==> config.mk <==
export PLATFORM = sky130hd
export DESIGN_NAME = trail_ram_ctrl_flat
export DESIGN_NICKNAME = d
export VERILOG_FILES = /design/src/rtl/trail_pkg.sv /design/src/rtl/trail_ram_ctrl_if.sv /design/src/rtl/rr_arbiter2.sv /design/src/rtl/trail_ram_ctrl.sv /design/src/flat_wrapper.sv
export SDC_FILE = /design/constraint.sdc
export NUM_CORES = 1
export LEC_CHECK = 0
export CORE_MARGIN = 2
export CORE_UTILIZATION = 45
export DETAILED_ROUTE_END_ITERATION = 6
export PLACE_DENSITY = 0.75
export SYNTH_ARGS = -nofsm -noshare
export SYNTH_HDL_FRONTEND = slang
export SYNTH_SLANG_ARGS = --single-unit
==> constraint.sdc <==
create_clock -name CLOCK_50 -period 9.6 [get_ports CLOCK_50]
set_input_delay 1.44 -clock CLOCK_50 [delete_from_list [all_inputs] [get_ports CLOCK_50]]
set_output_delay 1.44 -clock CLOCK_50 [all_outputs]
set_load 0.02 [all_outputs]
==> src/rtl/trail_pkg.sv <==
// rtl/trail_pkg.sv - shared constants, state encoding and address helper for the trail framebuffer writer
package trail_pkg;

  localparam int H_RES    = 640;
  localparam int V_RES    = 480;
  localparam int BLOCK    = 8;
  localparam int FB_WORDS = H_RES * V_RES;

  localparam logic [7:0] P1_CODE = 8'h01;
  localparam logic [7:0] P2_CODE = 8'h80;

  typedef enum logic [1:0] {
    IDLE  = 2'd0,
    FILL  = 2'd1,
    ACK   = 2'd2,
    CLEAR = 2'd3
  } state_t;

  // y*640 + x as two shifts and an add; assumes the 640-pixel line pitch.
  function automatic logic [18:0] pix_addr(input logic [9:0] x, input logic [9:0] y);
    return ({9'd0, y} << 9) + ({9'd0, y} << 7) + {9'd0, x};
  endfunction

endpackage

==> src/rtl/trail_ram_ctrl_if.sv <==
// rtl/trail_ram_ctrl_if.sv - player request/ack handshake and RAM write-port bundle
interface trail_ram_ctrl_if;
  import trail_pkg::*;

  logic        clear_req;
  logic        req1;
  logic        req2;
  logic [9:0]  x1;
  logic [9:0]  y1;
  logic [9:0]  x2;
  logic [9:0]  y2;
  logic        ack1;
  logic        ack2;
  logic [18:0] wraddress;
  logic [7:0]  data;
  logic        wren;
  logic        busy;
  logic        clear_busy;

  modport master (
    output clear_req, req1, req2, x1, y1, x2, y2,
    input  ack1, ack2, wraddress, data, wren, busy, clear_busy
  );

  modport slave (
    input  clear_req, req1, req2, x1, y1, x2, y2,
    output ack1, ack2, wraddress, data, wren, busy, clear_busy
  );

endinterface

==> src/rtl/rr_arbiter2.sv <==
// rtl/rr_arbiter2.sv - two-requester round-robin arbiter; last_grant is held by the parent
module rr_arbiter2 (
  input  logic [1:0] req,
  input  logic       last_grant,
  input  logic       en,
  output logic [1:0] grant
);

  // last_grant = 1 means player 2 was served last, so player 1 wins a tie.
  always_comb begin
    grant = 2'b00;
    if (en) begin
      if (req == 2'b11) grant = last_grant ? 2'b01 : 2'b10;
      else              grant = req;
    end
  end

endmodule

==> src/rtl/trail_ram_ctrl.sv <==
// rtl/trail_ram_ctrl.sv - trail framebuffer write-port controller: 8x8 block fills and full-frame clears
module trail_ram_ctrl #(
  parameter int         H_RES          = trail_pkg::H_RES,
  parameter int         V_RES          = trail_pkg::V_RES,
  parameter int         BLOCK          = trail_pkg::BLOCK,
  parameter logic [7:0] P1_CODE        = trail_pkg::P1_CODE,
  parameter logic [7:0] P2_CODE        = trail_pkg::P2_CODE,
  parameter bit         CLEAR_ON_RESET = 1'b1
) (
  input  logic             CLOCK_50,
  input  logic             reset,
  trail_ram_ctrl_if.slave  bus
);
  import trail_pkg::*;

  localparam int                BLK_W      = $clog2(BLOCK);
  localparam int                CNT_W      = 2 * BLK_W;
  localparam logic [CNT_W-1:0]  CNT_LAST   = '1;
  localparam logic [BLK_W-1:0]  COL_LAST   = '1;
  localparam logic [18:0]       CLEAR_LAST = 19'(H_RES * V_RES - 1);
  localparam logic [18:0]       ROW_STEP   = 19'(H_RES - BLOCK + 1);

  state_t            state_q, state_d;
  logic [CNT_W-1:0]  cnt_q, cnt_d, cnt_nxt;
  logic [9:0]        x_q, x_d, y_q, y_d;
  logic              last_grant_q, last_grant_d;
  logic              clear_pend_q, clear_pend_d;
  logic [18:0]       wraddress_q, wraddress_d;
  logic [7:0]        data_q, data_d;
  logic              wren_q, wren_d;
  logic              ack1_q, ack1_d, ack2_q, ack2_d;
  logic [1:0]        grant;
  logic [9:0]        gx, gy;

  // 11-bit sums so a block starting near x=1023 cannot wrap back into the frame.
  function automatic logic in_frame(input logic [9:0] x, input logic [9:0] y,
                                    input logic [CNT_W-1:0] cnt);
    logic [10:0] px, py;
    px = {1'b0, x} + 11'(cnt[BLK_W-1:0]);
    py = {1'b0, y} + 11'(cnt[CNT_W-1:BLK_W]);
    return (px < 11'(H_RES)) && (py < 11'(V_RES));
  endfunction

  rr_arbiter2 u_arb (
    .req        ({bus.req2, bus.req1}),
    .last_grant (last_grant_q),
    .en         ((state_q == IDLE) && !clear_pend_q && !bus.clear_req),
    .grant      (grant)
  );

  assign gx      = grant[1] ? bus.x2 : bus.x1;
  assign gy      = grant[1] ? bus.y2 : bus.y1;
  assign cnt_nxt = cnt_q + CNT_W'(1);

  always_comb begin
    state_d      = state_q;
    cnt_d        = cnt_q;
    x_d          = x_q;
    y_d          = y_q;
    last_grant_d = last_grant_q;
    clear_pend_d = clear_pend_q;
    wraddress_d  = wraddress_q;
    data_d       = data_q;
    wren_d       = 1'b0;
    ack1_d       = 1'b0;
    ack2_d       = 1'b0;
    if (bus.clear_req && (state_q == FILL || state_q == ACK)) clear_pend_d = 1'b1;
    case (state_q)
      IDLE: begin
        if (clear_pend_q || bus.clear_req) begin
          state_d      = CLEAR;
          clear_pend_d = 1'b0;
          wraddress_d  = '0;
          data_d       = '0;
          wren_d       = 1'b1;
        end else if (grant != 2'b00) begin
          state_d      = FILL;
          x_d          = gx;
          y_d          = gy;
          last_grant_d = grant[1];
          cnt_d        = '0;
          wraddress_d  = pix_addr(gx, gy);
          data_d       = grant[1] ? P2_CODE : P1_CODE;
          wren_d       = in_frame(gx, gy, '0);
        end
      end
      FILL: begin
        if (cnt_q == CNT_LAST) begin
          state_d = ACK;
          ack1_d  = !last_grant_q;
          ack2_d  = last_grant_q;
        end else begin
          // Address advances even for clipped pixels so the next row lines up.
          cnt_d       = cnt_nxt;
          wraddress_d = wraddress_q + ((cnt_q[BLK_W-1:0] == COL_LAST) ? ROW_STEP : 19'd1);
          wren_d      = in_frame(x_q, y_q, cnt_nxt);
        end
      end
      ACK: state_d = IDLE;
      CLEAR: begin
        if (wraddress_q == CLEAR_LAST) begin
          state_d = IDLE;
        end else begin
          wraddress_d = wraddress_q + 19'd1;
          wren_d      = 1'b1;
        end
      end
      default: state_d = IDLE;
    endcase
  end

  always_ff @(posedge CLOCK_50) begin
    if (reset) begin
      state_q      <= IDLE;
      cnt_q        <= '0;
      x_q          <= '0;
      y_q          <= '0;
      last_grant_q <= 1'b1;
      clear_pend_q <= CLEAR_ON_RESET;
      wraddress_q  <= '0;
      data_q       <= '0;
      wren_q       <= 1'b0;
      ack1_q       <= 1'b0;
      ack2_q       <= 1'b0;
    end else begin
      state_q      <= state_d;
      cnt_q        <= cnt_d;
      x_q          <= x_d;
      y_q          <= y_d;
      last_grant_q <= last_grant_d;
      clear_pend_q <= clear_pend_d;
      wraddress_q  <= wraddress_d;
      data_q       <= data_d;
      wren_q       <= wren_d;
      ack1_q       <= ack1_d;
      ack2_q       <= ack2_d;
    end
  end

  assign bus.wraddress  = wraddress_q;
  assign bus.data       = data_q;
  assign bus.wren       = wren_q;
  assign bus.ack1       = ack1_q;
  assign bus.ack2       = ack2_q;
  assign bus.busy       = (state_q != IDLE);
  assign bus.clear_busy = (state_q == CLEAR);

endmodule

==> src/flat_wrapper.sv <==
// flat-port wrapper written by rule: the top's interface ports become plain ports
module trail_ram_ctrl_flat import trail_pkg::*;
#(
  parameter int         H_RES          = trail_pkg::H_RES,
  parameter int         V_RES          = trail_pkg::V_RES,
  parameter int         BLOCK          = trail_pkg::BLOCK,
  parameter logic [7:0] P1_CODE        = trail_pkg::P1_CODE,
  parameter logic [7:0] P2_CODE        = trail_pkg::P2_CODE,
  parameter bit         CLEAR_ON_RESET = 1'b1
)
  (CLOCK_50, reset, bus_clear_req, bus_req1, bus_req2, bus_x1, bus_y1, bus_x2, bus_y2, bus_ack1, bus_ack2, bus_wraddress, bus_data, bus_wren, bus_busy, bus_clear_busy);
  trail_ram_ctrl_if bus_i ();
  input  logic CLOCK_50;
  input  logic reset;
  input wire logic [$bits(bus_i.clear_req)-1:0] bus_clear_req;
  input wire logic [$bits(bus_i.req1)-1:0] bus_req1;
  input wire logic [$bits(bus_i.req2)-1:0] bus_req2;
  input wire logic [$bits(bus_i.x1)-1:0] bus_x1;
  input wire logic [$bits(bus_i.y1)-1:0] bus_y1;
  input wire logic [$bits(bus_i.x2)-1:0] bus_x2;
  input wire logic [$bits(bus_i.y2)-1:0] bus_y2;
  output wire logic [$bits(bus_i.ack1)-1:0] bus_ack1;
  output wire logic [$bits(bus_i.ack2)-1:0] bus_ack2;
  output wire logic [$bits(bus_i.wraddress)-1:0] bus_wraddress;
  output wire logic [$bits(bus_i.data)-1:0] bus_data;
  output wire logic [$bits(bus_i.wren)-1:0] bus_wren;
  output wire logic [$bits(bus_i.busy)-1:0] bus_busy;
  output wire logic [$bits(bus_i.clear_busy)-1:0] bus_clear_busy;
  assign bus_i.clear_req = bus_clear_req;
  assign bus_i.req1 = bus_req1;
  assign bus_i.req2 = bus_req2;
  assign bus_i.x1 = bus_x1;
  assign bus_i.y1 = bus_y1;
  assign bus_i.x2 = bus_x2;
  assign bus_i.y2 = bus_y2;
  assign bus_ack1 = bus_i.ack1;
  assign bus_ack2 = bus_i.ack2;
  assign bus_wraddress = bus_i.wraddress;
  assign bus_data = bus_i.data;
  assign bus_wren = bus_i.wren;
  assign bus_busy = bus_i.busy;
  assign bus_clear_busy = bus_i.clear_busy;
  trail_ram_ctrl #(.H_RES(H_RES), .V_RES(V_RES), .BLOCK(BLOCK), .P1_CODE(P1_CODE), .P2_CODE(P2_CODE), .CLEAR_ON_RESET(CLEAR_ON_RESET)) u_core (.CLOCK_50(CLOCK_50), .reset(reset), .bus(bus_i));
endmodule
==> results.sh, run 1 <==
export IMPL_finalSetupViolations=0
export IMPL_cts_tree="built"
export IMPL_ys_flop_type="dfxtp_1"
export IMPL_p_comb_share_pct=51.7
export IMPL_synthCells=480
export IMPL_yosysSeqAreaShare_pct=27.4
export IMPL_cpMostUsedCell="ha_1"
export IMPL_min_period_ns=5.57
export IMPL_yosysTopAreaCell="dfxtp_1"
export IMPL_synth_top_cell_area_share_pct=27.4
export IMPL_postRouteAntennaNets=0
export IMPL_critPathTopFamily="compound AO/OA/AOI/OAI gates"
export IMPL_port_buffer_count=70
export IMPL_p_per_area_nw_per_um2=191
export IMPL_cts_clk_slew_worst_paths_ns=0.10
export IMPL_nets=618
export IMPL_cts_buffers_inserted=5
export IMPL_cts_max_level=2
export IMPL_worstPathMaxFanout=25
export IMPL_critPathBufInv=2
export IMPL_slew_viol_final=0
export IMPL_place_area_um2=4660
export IMPL_fin_area_um2=4750
export IMPL_regArea_um2=1080
export IMPL_place_ws_ns=3.71
export IMPL_ios=77
export IMPL_ctsResizeCount=0
export IMPL_drt_iter0_drc=174
export IMPL_place_congestion=0.903
export IMPL_ys_async_sr_fraction_pct=0
export IMPL_avgViaCountPerCell=5.88
export IMPL_place_hpwl_um=8010
export IMPL_grt_pass1_vias=3619
export IMPL_slew_headroom_pct=19.1
export IMPL_hold_viol_final=0
export IMPL_clkPwrFrac_pct=14.0
export IMPL_critPathMaxStageDelay_ns=0.58
export IMPL_cap_violations=0
export IMPL_syn_area_per_cell_um2=8.22
export IMPL_multiInputGateArea_um2=2680
export IMPL_power_internal_w=0.000515
export IMPL_synth_cell_type_count=75
export IMPL_final_cell_mix="clkdlybuf4s50_1 (70), dfxtp_1 (54), nor2_1 (52)"
export IMPL_status="finished, final reports clean"
export IMPL_critPathCaptureType="flop"
export IMPL_clock_latency_ns=0.31
export IMPL_core_area_um2=8590
export IMPL_seqPwrFrac_pct=34.4
export IMPL_ctsLongestPathBuffers=2
export IMPL_power_switching_w=0.000393
export IMPL_ir_drop_v=0.0000985
export IMPL_grt_max_degree=52
export IMPL_yosys_warnings=0
export IMPL_worst_slew_pin_slew_ns=1.21
export IMPL_post_cts_setup_buffers=0
export IMPL_startpoint_type="input pin"
export IMPL_root_buffer="clkbuf_8"
export IMPL_cts_sinks=54
export IMPL_hold_path_class="reg -> reg"
export IMPL_fmaxAchievable_mhz=180
export IMPL_dieWidth_um=97.6
export IMPL_fin_setup_tns_ns=0
export IMPL_synth_area_leaders="dfxtp_1 (27%), ha_1 (12%), nor2_1 (4.9%)"
export IMPL_cp_required_ns=9.82
export IMPL_wl_per_cell_um=16.3
export IMPL_grt_overflow_total=0
export IMPL_swShare_pct=43.3
export IMPL_grt_total_usage_pct=21.9
export IMPL_p_leak_nw=1.89
export IMPL_rows=34
export IMPL_initial_core_util_pct=45.9
export IMPL_period_share_pct=58.0
export IMPL_grt_pass1_wl_um=17400
export IMPL_ys_seq_elements=54
export IMPL_crit_arrival_ns=5.79
export IMPL_synth_edf_count=0
export IMPL_rsz0062_at_grt="no"
export IMPL_postCtsHoldBufs=0
export IMPL_syn2layout_area_growth_pct=20.4
export IMPL_die_area_um2=9530
export IMPL_grt_antenna_before_repair=0
export IMPL_num_vias=3774
export IMPL_first_pass_iters=4
export IMPL_final_common_cell="clkdlybuf4s50_1"
export IMPL_setup_slack_ns=4.03
export IMPL_p_total_w=0.000908
export IMPL_critPathSlowestCell="nand3_2"
export IMPL_nFillCells=826
export IMPL_crit_type="in -> reg"
export IMPL_drive_gt1_share_pct=6.55
export IMPL_drc=0
export IMPL_worstPathCellList="clkdlybuf4s50_1 > nor3b_4 > nand3_2 > mux2i_1 > inv_1 > ha_1 > ha_1 > fa_1 > a21oi_1 > o211ai_1 > o41ai_1 > xnor2_1 > a211oi_1 > a2111oi_2"
export IMPL_finClkSkew_ns=0.00583
export IMPL_wl_um=10500
export IMPL_die_h_um=97.6
export IMPL_diodes=0
export IMPL_synth_cell_area_um2=3940
kinds of logic (layout without fill, tap and decap cells):
family | Yosys count | after routing | share of synthesized area, %
DFF | 54 | 54 | 27.4
adders and majority gates | 39 | 39 | 12.8
muxes | 23 | 23 | 6.12
other | 1 | 6 | 0.0951
and+or+nand+nor | 164 | 164 | 20.8
AOI/OAI and AO/OA | 140 | 140 | 24.4
xor gates and xnor gates | 14 | 14 | 3.11
buffers and inverters | 45 | 94 | 5.30
metal layers:
layer | up-vias | GRT usage (%) | routed length, µm
met3 | 13 | 2.59 | 503
met5 | - | 0 | 0
li1 | 1872 | - | -
met4 | 0 | 5.56 | 155
met2 | 119 | 37.5 | 5010
met1 | 1770 | 29.3 | 4800
stage by stage:
stage	instances	util [%]	hold WS, ns
6_report	642	55.2	0.461
5_1_grt	642	55.2	0.482
4_1_cts	642	55.2	0.463
3_5_place_dp	635	54.3	0.449
3_3_place_gp	635	54.3	0.445
2_1_floorplan	485	-	0.436
power groups by stage:
stage               registers [W]  clock network [W]  logic, W
floorplan                0.000329                  0  0.000308
global placement         0.000315                  0  0.000455
detailed placement       0.000316                  0  0.000463
CTS                      0.000311           0.000130  0.000466
global route             0.000318           0.000138  0.000519
finish                   0.000312           0.000127  0.000469
registers in the layout, summed over array words and instances (netlist names):
register and count:
u_core.last_grant_q 1, u_core.bus.data 2, u_core.bus.ack1 1, u_core.cnt_q 6, u_core.bus.wren 1, u_core.clear_pend_q 1, u_core.y_q 10, u_core.x_q 10
u_core.state_q 2, u_core.bus.wraddress 19, u_core.bus.ack2 1
cells in the mapped netlist (all sizes together), types with 3 or more instances:
library cell,count
mux2i,14
nand3,20
nand2b,3
inv,15
nor3,15
clkbuf,15
nor2b,3
or4,3
ha,37
xnor2,7
nor2,52
o211ai,5
a211oi,16
a22oi,8
buf,15
and3,8
nand2,43
dfxtp,54
nor4,3
a21o,7
a21oi,30
mux2,9
o21ai,32
a31oi,9
a221oi,3
o221ai,4
xor2,7
final cells by class:
class                   instances  share of cell area, %
well taps                     108                   2.85
clock inverters                 2                  0.316
flip-flops and latches         54                   22.8
repair buffers                 72                   15.1
inverters                      15                   1.19
multi-input cells             386                   56.4
clock buffers                   5                   1.45
worst register-to-register path: cells and delay by family, from the launching register on:
family	cells	cell delay, ns
adders and majority gates	4	1.11
muxes	1	0.57
and+or+nand+nor	2	0.89
AOI/OAI and AO/OA	5	1.19
DFF	1	0.35
buffers and inverters	2	0.23
xor gates and xnor gates	1	0.20
final timing paths:
check / start / to / slack (ns) / cells past startpoint
worst max register to register: u_core.state_q[0] / u_core.bus.wraddress[16] / 4.98 / 15
worst min register to register: u_core.y_q[7] / u_core.y_q[7] / 0.46 / 2
worst min-delay path: u_core.y_q[7] / u_core.y_q[7] / 0.46 / 2
worst max-delay path: bus_clear_req / u_core.bus.wraddress[16] / 4.03 / 14
Note: power is estimated with default switching activity, not from simulation.
==> run 2: changes to the inputs <==
clock period = 5.3 ns   (was 9.6 ns; I/O delays follow)
==> run 2 against run 1 <==
Sequential cell count stayed put. Via count increased by 1.5%. Total power is 84% higher. Core utilization increased by 0.35 points. Sequential share of layout area is 0.14 points lower. Wire length increased by 1.7%. First-iteration DRC count increased by 3.4%.
==> results.sh, run 2 (same netlist as run 1, synthesis figures left out) <==
export IMPL_grt_overflow_total=0
export IMPL_hold_viol_final=0
export IMPL_avgViaCountPerCell=5.94
export IMPL_post_cts_setup_buffers=0
export IMPL_cts_sinks=54
export IMPL_place_hpwl_um=8130
export IMPL_p_per_area_nw_per_um2=350
export IMPL_status="finished, final reports clean"
export IMPL_period_share_pct=89.2
export IMPL_wl_per_cell_um=16.5
export IMPL_dieWidth_um=97.6
export IMPL_worstPathCellList="clkdlybuf4s50_1 > nor3b_4 > nand3_2 > mux2i_1 > fa_1 > inv_1 > fa_1 > a21oi_1 > o211ai_1 > o41ai_1 > xnor2_1 > a211oi_1 > a2111oi_2"
export IMPL_regArea_um2=1080
export IMPL_cpMostUsedCell="fa_1"
export IMPL_cts_buffers_inserted=5
export IMPL_drt_iter0_drc=180
export IMPL_syn2layout_area_growth_pct=21.1
export IMPL_diodes=0
export IMPL_fin_util_pct=55.6
export IMPL_num_vias=3831
export IMPL_min_period_ns=4.73
export IMPL_postRouteAntennaNets=0
export IMPL_grt_pass1_wl_um=17400
export IMPL_cts_clk_slew_worst_paths_ns=0.10
export IMPL_core_area_um2=8590
export IMPL_initial_core_util_pct=45.9
export IMPL_whs_ns=0.462
export IMPL_first_pass_iters=4
export IMPL_fmaxAchievable_mhz=212
export IMPL_grt_max_degree=34
export IMPL_nets=620
export IMPL_slew_viol_final=0
export IMPL_postCtsHoldBufs=0
export IMPL_crit_type="in -> reg"
export IMPL_wl_um=10600
export IMPL_ios=77
export IMPL_worst_slew_pin_slew_ns=0.949
export IMPL_multiInputGateArea_um2=2680
export IMPL_place_area_um2=4680
export IMPL_ir_drop_v=0.000196
export IMPL_startpoint_type="input pin"
export IMPL_finClkSkew_ns=0.00742
export IMPL_crit_arrival_ns=4.94
export IMPL_p_total_w=0.00167
export IMPL_cp_required_ns=5.51
export IMPL_finalSetupViolations=0
export IMPL_cts_max_level=2
export IMPL_die_area_um2=9530
export IMPL_place_congestion=0.909
export IMPL_grt_total_usage_pct=21.9
export IMPL_fin_setup_tns_ns=0
export IMPL_rows=34
export IMPL_grt_antenna_before_repair=0
export IMPL_clock_latency_ns=0.31
export IMPL_p_leak_nw=1.92
export IMPL_worstPathMaxFanout=16
export IMPL_port_buffer_count=70
export IMPL_hold_path_class="reg -> reg"
export IMPL_die_h_um=97.6
export IMPL_final_common_cell="clkdlybuf4s50_1"
export IMPL_critPathSlowestCell="fa_1"
export IMPL_critPathMaxStageDelay_ns=0.58
export IMPL_slew_headroom_pct=36.5
export IMPL_cap_violations=0
export IMPL_ctsLongestPathBuffers=2
export IMPL_ctsResizeCount=0
export IMPL_nFillCells=819
export IMPL_final_cell_mix="clkdlybuf4s50_1 (70), dfxtp_1 (54), nor2_1 (52)"
export IMPL_drive_gt1_share_pct=7.08
export IMPL_largest_reg_flops=19
export IMPL_critPathCaptureType="flop"
export IMPL_fin_area_um2=4780
export IMPL_drc=0
export IMPL_cts_tree="built"
export IMPL_grt_pass1_vias=3596
export IMPL_rsz0062_at_grt="no"
export IMPL_root_buffer="clkbuf_8"
run 2: path summary, 6_finish.rpt:
path | startpoint | to | slack (ns) | cells after the start
max | bus_clear_req | u_core.bus.wraddress[16] | 0.57 | 13
min | u_core.y_q[5] | u_core.y_q[5] | 0.46 | 2
min reg2reg | u_core.y_q[5] | u_core.y_q[5] | 0.46 | 2
max reg2reg | u_core.state_q[0] | u_core.bus.wraddress[16] | 0.86 | 14
run 2: critical path, delay by kind of cell:
family,cells,cell delay (ns)
compound gates,5,1.24
fa+ha+maj,2,1.05
simple gates,2,0.73
buf+inv,2,0.63
mux,1,0.29
xor+xnor,1,0.20
run 2: cell type report:
type	count	share of cell area (%)
well taps	108	2.83
clock buffers	6	1.73
multi-input cells	386	56.0
inverters	15	1.18
clock inverters	2	0.340
repair buffers	74	15.3
flip-flops and latches	54	22.6
run 2: power breakdown:
group	internal (W)	total (W)	switching, W	leakage, nW
Clock	0.000108	0.000248	0.000140	0.0478
Sequential	0.000481	0.000565	0.0000841	0.439
Combinational	0.000362	0.000857	0.000495	1.43
Total	0.000951	0.00167	0.000719	1.92
run 2: metal layers:
metal  routed length, µm  track usage [%]  up-vias
met2                5080             36.6      125
met5                   0                0        -
met1                4810             30.0     1820
met4                  98             4.59        0
met3                 665             3.53       10
li1                    -                -     1876
run 2: metrics by stage:
| stage | cells | worst slack [ns] |
|---|---|---|
| after CTS | 645 | 0.579 |
| after global routing | 645 | 0.231 |
| after global placement | 637 | 0.468 |
| after floorplan | 485 | 1.28 |
| final | 645 | 0.574 |
| after detailed placement | 637 | 0.282 |
==> run 3: changes to the inputs <==
MAX_ROUTING_LAYER = met4   (was not set)
TNS_END_PERCENT = 10   (was not set)
==> run 3 against run 2 <==
Hold slack improved by 0.0016 ns. Maximum frequency rose by 0.57%. Non-clock buffer count did not move. Count of clock-buffer cells in the layout fell by 1. Global-route usage rose by 1.4 points. Design area rose by 0.18%. Clock skew fell by 0.0023 ns. Register-to-register slack improved by 0.04 ns. Sequential power barely moved. Wire length rose by 1.8%. Die area did not move. Sequential cell count did not move. Largest cell class unchanged.
==> results.sh, run 3 (same netlist as run 1, synthesis figures left out) <==
export IMPL_grt_antenna_before_repair=0
export IMPL_root_buffer="clkbuf_8"
export IMPL_slew_viol_final=0
export IMPL_cp_required_ns=5.53
export IMPL_ios=77
export IMPL_startpoint_type="input pin"
export IMPL_cts_clk_slew_worst_paths_ns=0.10
export IMPL_syn2layout_area_growth_pct=21.4
export IMPL_diodes=0
export IMPL_cts_buffers_inserted=5
export IMPL_cap_violations=0
export IMPL_worst_slew_pin_slew_ns=0.959
export IMPL_largest_reg_flops=19
export IMPL_initial_core_util_pct=45.9
export IMPL_nFillCells=784
export IMPL_grt_pass1_wl_um=17900
export IMPL_die_area_um2=9530
export IMPL_core_area_um2=8590
export IMPL_place_hpwl_um=8370
export IMPL_whs_ns=0.464
export IMPL_finalSetupViolations=0
export IMPL_p_leak_nw=1.92
export IMPL_crit_start="bus_clear_req"
export IMPL_fmaxAchievable_mhz=213
export IMPL_critPathTopFamily="compound AO/OA/AOI/OAI gates"
export IMPL_first_pass_iters=4
export IMPL_rows=34
export IMPL_fin_util_pct=55.7
export IMPL_crit_cells=14
export IMPL_ctsResizeCount=0
export IMPL_drt_iter0_drc=181
export IMPL_crit_arrival_ns=4.93
export IMPL_hold_viol_final=0
export IMPL_cts_max_level=2
export IMPL_drc=0
export IMPL_r2r_start="u_core.state_q[0]"
export IMPL_postCtsHoldBufs=0
export IMPL_post_cts_setup_buffers=0
export IMPL_port_buffer_count=70
export IMPL_final_cell_mix="clkdlybuf4s50_1 (70), dfxtp_1 (54), nor2_1 (52)"
export IMPL_wl_per_cell_um=16.8
export IMPL_rr_worst_depth=15
export IMPL_hold_path_class="reg -> reg"
export IMPL_crit_type="in -> reg"
export IMPL_final_common_cell="clkdlybuf4s50_1"
export IMPL_grt_max_degree=34
export IMPL_critPathBufInv=2
export IMPL_drive_gt1_share_pct=6.90
export IMPL_finClkSkew_ns=0.00512
export IMPL_worstReg2RegEnd="u_core.bus.wraddress[16]"
export IMPL_die_h_um=97.6
export IMPL_worstPathMaxFanout=16
export IMPL_grt_pass1_vias=3664
export IMPL_postRouteAntennaNets=0
export IMPL_cts_sinks=54
export IMPL_num_vias=3771
export IMPL_grt_total_usage_pct=23.3
export IMPL_avgViaCountPerCell=5.86
export IMPL_hp_start="u_core.y_q[5]"
export IMPL_grt_overflow_total=0
export IMPL_status="finished, final reports clean"
export IMPL_dieWidth_um=97.6
export IMPL_cts_tree="built"
export IMPL_critPathCaptureType="flop"
export IMPL_period_share_pct=88.7
export IMPL_ir_drop_v=0.000211
export IMPL_ctsLongestPathBuffers=2
export IMPL_rsz0062_at_grt="no"
export IMPL_min_period_ns=4.70
export IMPL_ff2ff_setup_slack_ns=0.90
export IMPL_endpoint="u_core.bus.wraddress[16]"
export IMPL_place_congestion=0.922
export IMPL_cpMostUsedCell="ha_1"
export IMPL_fin_setup_tns_ns=0
export IMPL_clock_latency_ns=0.32
export IMPL_p_per_area_nw_per_um2=357
export IMPL_wl_um=10800
export IMPL_worstPathCellList="clkdlybuf4s50_1 > nor3b_4 > nand3_2 > mux2i_1 > inv_1 > ha_1 > ha_1 > fa_1 > a21oi_1 > o211ai_1 > o41ai_1 > xnor2_1 > a211oi_1 > a2111oi_2"
export IMPL_slew_headroom_pct=35.8
export IMPL_nets=620
export IMPL_critPathMaxStageDelay_ns=0.55
export IMPL_critPathSlowestCell="clkdlybuf4s50_1"
[run 3: cell count changes in the layout (fill, tap and decap cells not counted)]
cell | before | now
bufinv_16 | 0 | 1
clkbuf_8 | 6 | 5
clkinv_4 | 0 | 1
clkinvlp_4 | 1 | 0
inv_6 | 1 | 0
[run 3: routing by layer]
metal	vias to the layer above	wire length [µm]	GRT usage, %
met5	-	0	-
met4	0	119	5.56
met3	14	483	3.53
met2	107	5180	38.6
met1	1768	5060	30.1
li1	1882	-	-
[run 3: worst min path at each step]
stage | end | cells past startpoint
floorplan | u_core.y_q[5] | 2
global placement | u_core.y_q[8] | 2
detailed placement | u_core.bus.data[7] | 2
CTS | u_core.y_q[5] | 2
global route | u_core.y_q[7] | 2
finish | u_core.y_q[5] | 2
[run 3: power by group]
part | switching, W | internal, W | total [W] | leakage (nW)
registers | 0.0000843 | 0.000481 | 0.000565 | 0.439
clock network | 0.000143 | 0.000139 | 0.000282 | 0.0542
logic | 0.000499 | 0.000362 | 0.000861 | 1.43
total | 0.000726 | 0.000982 | 0.00171 | 1.92
[run 3: cell type report]
class	instances	area [µm²]	share of cell area, %
Multi-Input combinational cell	386	2680	55.9
Clock inverter	2	38.8	0.810
Timing Repair Buffer	74	731	15.3
Clock buffer	5	68.8	1.44
Inverter	15	56.3	1.18
Sequential cell	54	1080	22.6
Tap cell	108	135	2.82
[run 3: metrics by stage]
step / worst slack, ns / area [µm²] / cells / total power, W
6_report: 0.601 / 4790 / 644 / 0.00171
5_1_grt: 0.238 / 4790 / 644 / 0.00182
4_1_cts: 0.635 / 4790 / 644 / 0.00170
3_5_place_dp: 0.307 / 4680 / 637 / 0.00142
3_3_place_gp: 0.469 / 4680 / 637 / 0.00140
2_1_floorplan: 1.28 / 3960 / 485 / 0.00115
[run 3: worst register-to-register path, stage by stage (launching register included)]
cell and delay, ns:
dfxtp_1 0.35, inv_1 0.15, ha_1 0.26, nor3b_4 0.30, nand3_2 0.40, mux2i_1 0.46, inv_1 0.12, ha_1 0.24
ha_1 0.22, fa_1 0.42, a21oi_1 0.26, o211ai_1 0.18, o41ai_1 0.33, xnor2_1 0.19, a211oi_1 0.11, a2111oi_2 0.34
